<file path="src/rtl/mpi_pkg.sv">
// Shared fp16 operand types and collector state encoding for the operand packer.
package mpi_pkg;

  typedef logic [15:0] fp16_t;

  localparam fp16_t FP16_ONE  = 16'h3C00;
  localparam fp16_t FP16_ZERO = 16'h0000;

  typedef enum logic {
    COLLECT = 1'b0,
    HOLD    = 1'b1
  } col_state_t;

endpackage : mpi_pkg

</file>
<file path="src/rtl/operand_packer.sv">
// Packs a stream of fp16 words into N-lane vectors with frame start/last flags.
// Build option: OPERAND_PACKER_PAD_ONE_EN pads unfilled lanes with fp16 1.0 instead of 0.
module operand_packer
  import mpi_pkg::*;
#(
  parameter int N = 4
) (
  input  logic            aclk,
  input  logic            areset,
  input  logic [15:0]     sdata,
  input  logic            svalid,
  output logic            sready,
  input  logic            slast,
  output logic [16*N-1:0] odata,
  output logic [N-1:0]    osel,
  output logic            ovalid,
  input  logic            oready,
  output logic            ostart,
  output logic            olast
);

  localparam int CW = (N > 1) ? $clog2(N) : 1;
  localparam int VW = 16 * N;

`ifdef OPERAND_PACKER_PAD_ONE_EN
  localparam fp16_t PAD_WORD = FP16_ONE;
`else
  localparam fp16_t PAD_WORD = FP16_ZERO;
`endif

  localparam logic [VW-1:0] PAD_VEC   = {N{PAD_WORD}};
  localparam logic [CW-1:0] LAST_LANE = CW'(N - 1);

  col_state_t      state_q, state_d;
  logic [CW-1:0]   lane_q;
  logic [VW-1:0]   col_vec_q;
  logic [N-1:0]    col_sel_q;
  logic            col_start_q;
  logic            col_last_q;
  logic            start_armed_q;

  logic [VW-1:0]   out_vec_q;
  logic [N-1:0]    out_sel_q;
  logic            out_valid_q;
  logic            out_start_q;
  logic            out_last_q;

  logic            accept;
  logic            complete;
  logic            out_free;
  logic            load_in;
  logic            load_hold;
  logic            hold_en;
  logic [VW-1:0]   merged_vec;
  logic [N-1:0]    merged_sel;

  assign sready   = (state_q == COLLECT) && !areset;
  assign accept   = svalid && sready;
  assign complete = accept && (slast || (lane_q == LAST_LANE));
  assign out_free = !out_valid_q || oready;

  // Current collector contents with the incoming word dropped into its lane.
  always_comb begin
    // NOTE: every combinational output gets a default first so no path infers a latch.
    merged_vec = col_vec_q;
    merged_sel = col_sel_q;
    for (int k = 0; k < N; k++) begin
      if (lane_q == CW'(k)) begin
        merged_vec[(N-1-k)*16 +: 16] = sdata;
        merged_sel[N-1-k]            = 1'b1;
      end
    end
  end

  always_ff @(posedge aclk) begin
    if (areset) begin
      state_q <= COLLECT;
    end else begin
      state_q <= state_d;
    end
  end

  always_comb begin
    state_d   = state_q;
    load_in   = 1'b0;
    load_hold = 1'b0;
    hold_en   = 1'b0;
    unique case (state_q)
      COLLECT: begin
        if (complete) begin
          if (out_free) begin
            load_in = 1'b1;
          end else begin
            hold_en = 1'b1;
            state_d = HOLD;
          end
        end
      end
      HOLD: begin
        if (out_free) begin
          load_hold = 1'b1;
          state_d   = COLLECT;
        end
      end
      default: state_d = COLLECT;
    endcase
  end

  always_ff @(posedge aclk) begin
    // NOTE: state registers use non-blocking assignments so every flop samples pre-edge values.
    if (areset) begin
      // NOTE: the lane storage is a handful of flops, so it is reset along with the control state.
      lane_q        <= '0;
      col_vec_q     <= PAD_VEC;
      col_sel_q     <= '0;
      col_start_q   <= 1'b0;
      col_last_q    <= 1'b0;
      start_armed_q <= 1'b1;
      out_vec_q     <= '0;
      out_sel_q     <= '0;
      out_valid_q   <= 1'b0;
      out_start_q   <= 1'b0;
      out_last_q    <= 1'b0;
    end else begin
      // Frame-start tracking advances in vector completion order.
      if (load_in || hold_en) begin
        start_armed_q <= slast;
      end

      if (accept && !complete) begin
        col_vec_q <= merged_vec;
        col_sel_q <= merged_sel;
        lane_q    <= lane_q + 1'b1;
      end

      if (hold_en) begin
        col_vec_q   <= merged_vec;
        col_sel_q   <= merged_sel;
        col_start_q <= start_armed_q;
        col_last_q  <= slast;
        lane_q      <= '0;
      end

      if (load_in) begin
        out_vec_q   <= merged_vec;
        out_sel_q   <= merged_sel;
        out_start_q <= start_armed_q;
        out_last_q  <= slast;
      end else if (load_hold) begin
        out_vec_q   <= col_vec_q;
        out_sel_q   <= col_sel_q;
        out_start_q <= col_start_q;
        out_last_q  <= col_last_q;
      end

      if (load_in || load_hold) begin
        col_vec_q   <= PAD_VEC;
        col_sel_q   <= '0;
        col_start_q <= 1'b0;
        col_last_q  <= 1'b0;
        lane_q      <= '0;
      end

      if (load_in || load_hold) begin
        out_valid_q <= 1'b1;
      end else if (oready) begin
        out_valid_q <= 1'b0;
      end
    end
  end

  assign odata  = out_vec_q;
  assign osel   = out_sel_q;
  assign ovalid = out_valid_q;
  assign ostart = out_start_q;
  assign olast  = out_last_q;

endmodule : operand_packer

</file>
<file path="config.mk">
export PLATFORM = sky130hd
export DESIGN_NAME = operand_packer
export DESIGN_NICKNAME = d
export VERILOG_FILES = /design/src/rtl/mpi_pkg.sv /design/src/rtl/operand_packer.sv
export SDC_FILE = /design/constraint.sdc
export NUM_CORES = 1
export LEC_CHECK = 0
export CAP_MARGIN = 20
export CORE_MARGIN = 3
export CORE_UTILIZATION = 50
export CTS_CLUSTER_DIAMETER = 60
export DETAILED_ROUTE_END_ITERATION = 10
export PLACE_DENSITY = 0.8
export SKIP_CTS_REPAIR_TIMING = 1
export SYNTH_ARGS = -nofsm -noshare
export SYNTH_HDL_FRONTEND = slang
export SYNTH_SLANG_ARGS = --single-unit
export TNS_END_PERCENT = 1
</file>
<file path="constraint.sdc">
create_clock -name aclk -period 2.24 [get_ports aclk]
set_input_delay 0.672 -clock aclk [delete_from_list [all_inputs] [get_ports aclk]]
set_output_delay 0.672 -clock aclk [all_outputs]
set_load 0.02 [all_outputs]
</file>
-- Yosys cells after proc, flatten, opt, wreduce, memory -nomap -nowiden
Index checks and enable logic that the tools add are counted.
W data, S select, Z words.
- register bits: 145
- output and inout port bits: 72
- input port bits: 21
- reductions and logical operators: 17
- add/subtract/negate cells: 1
- bitwise gates (word level): 1
- mux-type cells: 30
- equality and inequality tests: 3
- operator list (operator ; number):
    $mux W64 ; 4
    $mux W16 ; 4
    $mux W1 ; 17
    $mux W4 ; 4
    $reduce_bool A2 Y1 ; 3
    $eq A2 B2 Y1 const B ; 2
    $logic_and A1 B1 Y1 ; 4
    $logic_or A1 B1 Y1 ; 4
    $logic_not A1 Y1 ; 3
    $reduce_or A3 Y1 ; 1
    $add A2 B1 Y2 const B ; 1
    $eq A2 B1 Y1 const B ; 1
    $logic_not A2 Y1 ; 1
    $pmux W1 S2 ; 1
    $reduce_or A2 Y1 ; 1
    $not A1 Y1 ; 1

-- Longest topological paths before layout
- word-level depth: 8
- depth in mapped cells: 8
- depth with buffers taken out: 6

-- Least setup slack after synthesis
No wires, ideal clock.
- kind: input to register
- start: in slast
- end: reg out_vec_q[61], in the netlist odata[61]
- arrival: 1.861 ns
- library setup time: 0.070 ns
- path buffers: 3
- stages on the path: 7
- slack: 0.309 ns
- cells stage by stage: or2_1 buf_2 a21oi_2 o21ba_2 buf_4 buf_2 o2bb2ai_1
- word-level cells in the longest chain between the ends: 5
- elaborated cells between the ends (all ways): 6
- those cells by class: 3 x mux; 3 x reduce/logical
- ends and longest elaborated chain (item ; RTL line ; RTL):
    start: declaration ; operand_packer.sv:13 ; input logic slast,
    $logic_or A1 B1 Y1 * ; operand_packer.sv:59 ; assign complete = accept && (slast || (lane_q == LAST_LANE));
    $logic_and A1 B1 Y1 * ; operand_packer.sv:59 ;
    $mux W1 * ; operand_packer.sv:90 ; if (complete) begin
    $mux W1 * ; operand_packer.sv:88 ; unique case (state_q)
    $mux W64 / $reduce_bool A2 Y1 (equally long branches) ; n/a ;
    end signal: assignment ; operand_packer.sv:145 ; out_vec_q <= merged_vec;
    end signal: assignment ; operand_packer.sv:150 ; out_vec_q <= col_vec_q;
    end: declaration ; operand_packer.sv:42 ; logic [VW-1:0] out_vec_q;
Mark *: on every way between the ends. The rest lies on a longest branch, timed or not.
A chain may end at the register's enable or synchronous reset.

-- Worst setup path in the final report
- start: in svalid
- end: reg out_vec_q[28], in the netlist odata[28]
- word-level cells in the longest chain between the ends: 5
- elaborated cells between the ends (all ways): 6
- those cells by class: 3 x mux; 3 x reduce/logical
- ends and longest elaborated chain (item ; RTL line ; RTL):
    start: declaration ; operand_packer.sv:11 ; input logic svalid,
    $logic_and A1 B1 Y1 * ; operand_packer.sv:58 ; assign accept = svalid && sready;
    $logic_and A1 B1 Y1 * ; operand_packer.sv:59 ;
    $mux W1 * ; operand_packer.sv:90 ;
    $mux W1 * ; operand_packer.sv:88 ;
    $mux W64 / $reduce_bool A2 Y1 (equally long branches) ; n/a ;
Marks and branches as above.

==> out/qor.csv <==
stage,metric,value,unit
detailed_routing,first_iter_violations,490,
timing,timing_hold_violations_final,0,
synthesis,synth_edf_count,0,
timing,fin_skew,9.508,ps
critical_path,end_kind,register,
detailed_routing,drcViolationCount,0,
synthesis,synthTopCellsByCount,"dfxtp_1 (145), mux2i_1 (113), nor2_1 (74)",
global_route,antenna_found_initial,0,
flow_run,maxCapViolations,0,
synthesis,syn-num-nets,636,
clock_tree,cts_root_buf,clkbuf_16,
cells_and_area,seqCellArea,0.002903,mm2
placement,dpl.hpwl,11370,um
clock_tree,cts_buffers,17,
critical_path,crit_required,2540,ps
floorplan,fp.dieW,121.8,um
worst_hold_path,hold_start,odata[6],
floorplan,row_count,41,
detailed_routing,drt-vias-per-instance,5.863,
synthesis,ys_async_sr_fraction,0,%
synthesis,synth_top_area_cell,dfxtp_1,
synthesis,yosysWarnings,0,
synthesis,yosysSeqAreaShare,43.28,%
synthesis,ys_ff_latch,145,
cells_and_area,antenna_cells,0,
run_status,status,finished clean,
synthesis,synth_ff_type,dfxtp_1,
pwr,p_per_area,695.7,mW/mm2
synthesis,synth.area.top_cells,"dfxtp_1 (43%), mux2i_1 (17%), o2bb2ai_2 (9.0%)",
cells_and_area,area_growth_syn_to_layout,29.05,%
worst_hold_path,hold_path_depth,1,
placement,port_buffers,92,
timing,max_freq,449.6,MHz
clock_tree,insertion_delay,420,ps
critical_path,r2r-start,lane_q[0],
cells_and_area,drive_gt1_share,20.42,%
synthesis,synth.top_cell.area_share,43.28,%
synthesis,synth_area_per_cell,10.98,um2
cells_and_area,nets,732,
floorplan,die-area,0.01484,mm2
worst_hold_path,worstHoldPathType,reg2reg,
critical_path,start_kind,input port,
global_route,grt_pass1_wl,28050,um
timing,layout_min_cycle_time,2224,ps
synthesis,synthMostInstantiatedCell,dfxtp_1,
cells_and_area,multi_input_area,0.003515,mm2
critical_path,crit_start,svalid,
pwr,p_leak,0.003287,uW
clock_tree,clk_pin_slew_worst_paths,60,ps
detailed_routing,routed_wl,17570,um
timing,finalSetupViolations,0,
timing,rsz0062_at_grt,yes,
floorplan,core,0.01288,mm2
floorplan,initial_utilization,52.08,%
global_route,grt_overflow,0,
critical_path,crit_fanout,14,
clock_tree,cts_tree,done,
global_route,grt_pass1_vias,5357,
critical_path,path_class,in2reg,
clock_tree,clk_path_buf_depth,2,
placement,placed_area,0.008059,mm2
timing,fin_ws,15.71,ps
cells_and_area,finalInstanceArea,0.008655,mm2
placement,gp_congestion,0.8595,
detailed_routing,routedWlPerCell,19.70,um
cells_and_area,fillerInstances,935,
floorplan,ios,93,
timing,max_slew_margin,66.32,%
synthesis,yosys.cell_types.count,39,
detailed_routing,vias,5230,
critical_path,cp.arrival,2530,ps
timing,tightestPinTransition,503.7,ps
synthesis,synth_area,0.006706,mm2
clock_tree,cts_sinks,145,
placement,pre_cts_ws,-396.1,ps
global_route,grt_usage,24.34,%
pwr,max-vdd-ir-drop,0.4795,mV
synthesis,netlist_instances,611,
critical_path,reg2regPathDepth,6,
timing,finalCritPeriodShare,99.30,%
global_route,grt_max_degree,44,
detailed_routing,first_pass_iters,5,
floorplan,die_h,121.8,um
clock_tree,htree_levels,4,
timing,slew_viol_final,0,
detailed_routing,ant_nets,0,
-- sequential cells by signal (all words and copies together), names as in the netlist --
| register | cells |
|---|---|
| col_last_q | 1 |
| col_sel_q | 4 |
| col_start_q | 1 |
| col_vec_q | 64 |
| lane_q | 2 |
| odata | 64 |
| olast | 1 |
| osel | 4 |
| ostart | 1 |
| ovalid | 1 |
| start_armed_q | 1 |
| state_q | 1 |
-- placed cells by master (no fill, tap or decap), types with 12 or more instances in the layout --
cell type / netlist / layout
dfxtp_1: 145 / 145
mux2i_1: 113 / 111
clkdlybuf4s50_1: 0 / 91
nor2_1: 74 / 74
o2bb2ai_2: 40 / 40
o2bb2ai_1: 25 / 25
buf_4: 8 / 25
mux2_1: 24 / 24
mux2_2: 22 / 22
nand4_1: 18 / 18
a211oi_1: 18 / 17
clkbuf_16: 0 / 17
buf_12: 0 / 16
a21oi_1: 13 / 12
-- final cells by class --
| cell class | instances | share of cell area [%] |
|---|---|---|
| Multi-Input combinational cell | 405 | 40.61 |
| Clock inverter | 11 | 1.287 |
| Tap cell | 172 | 2.487 |
| Timing Repair Buffer | 133 | 16.54 |
| Inverter | 5 | 0.2169 |
| Clock buffer | 21 | 5.320 |
| Sequential cell | 145 | 33.54 |
-- power by group --
| group | total, uW | switching (uW) | leakage, uW | internal, uW |
|---|---|---|---|---|
| Sequential | 2660 | 32.3 | 0.00117 | 2630 |
| Combinational | 604 | 345 | 0.00183 | 259 |
| Clock | 2760 | 1070 | 0.000287 | 1690 |
-- through the flow --
stage	std cells	power, uW	utilization [%]	TNS, ps	hold slack (ps)
floorplan	611	3046	-	0	437.6
global placement	860	3284	62.59	-24620	447.4
detailed placement	860	3305	62.59	-28820	447.2
CTS	892	6039	67.03	-277.9	463.9
global route	892	6209	67.21	-0.5096	477.5
finish	892	6021	67.21	0	461.8
-- logic make-up after synthesis --
group                      Yosys count  synth area share [%]
AOI/OAI and AO/OA                  129                 18.47
adders and majority gates            4                0.7463
muxes                              159                 24.59
DFF                                145                 43.28
and+or+nand+nor                    113                 7.780
buffers and inverters               61                 5.131
-- worst paths after layout --
| check | end | slack [ps] |
|---|---|---|
| setup reg to reg | odata[20] | 240 |
| hold reg to reg | odata[6] | 460 |
| setup / recovery | odata[28] | 20 |
| hold / removal | odata[6] | 460 |
-- metal layers --
metal	vias up	global-route usage, %	wire, um
met5	-	0	0
met4	0	10.01	520
li1	2451	-	-
met1	2535	30.80	7642
met2	202	39.12	8252
met3	42	6.964	1156
-- worst max-delay path, stage by stage --
cell and delay (ps):
clkdlybuf4s50_1 540, or3b_4 430, nor3_4 160, buf_12 170
buf_12 170, mux2i_2 300, o2bb2ai_2 80
(Power assumes the default switching activity.)
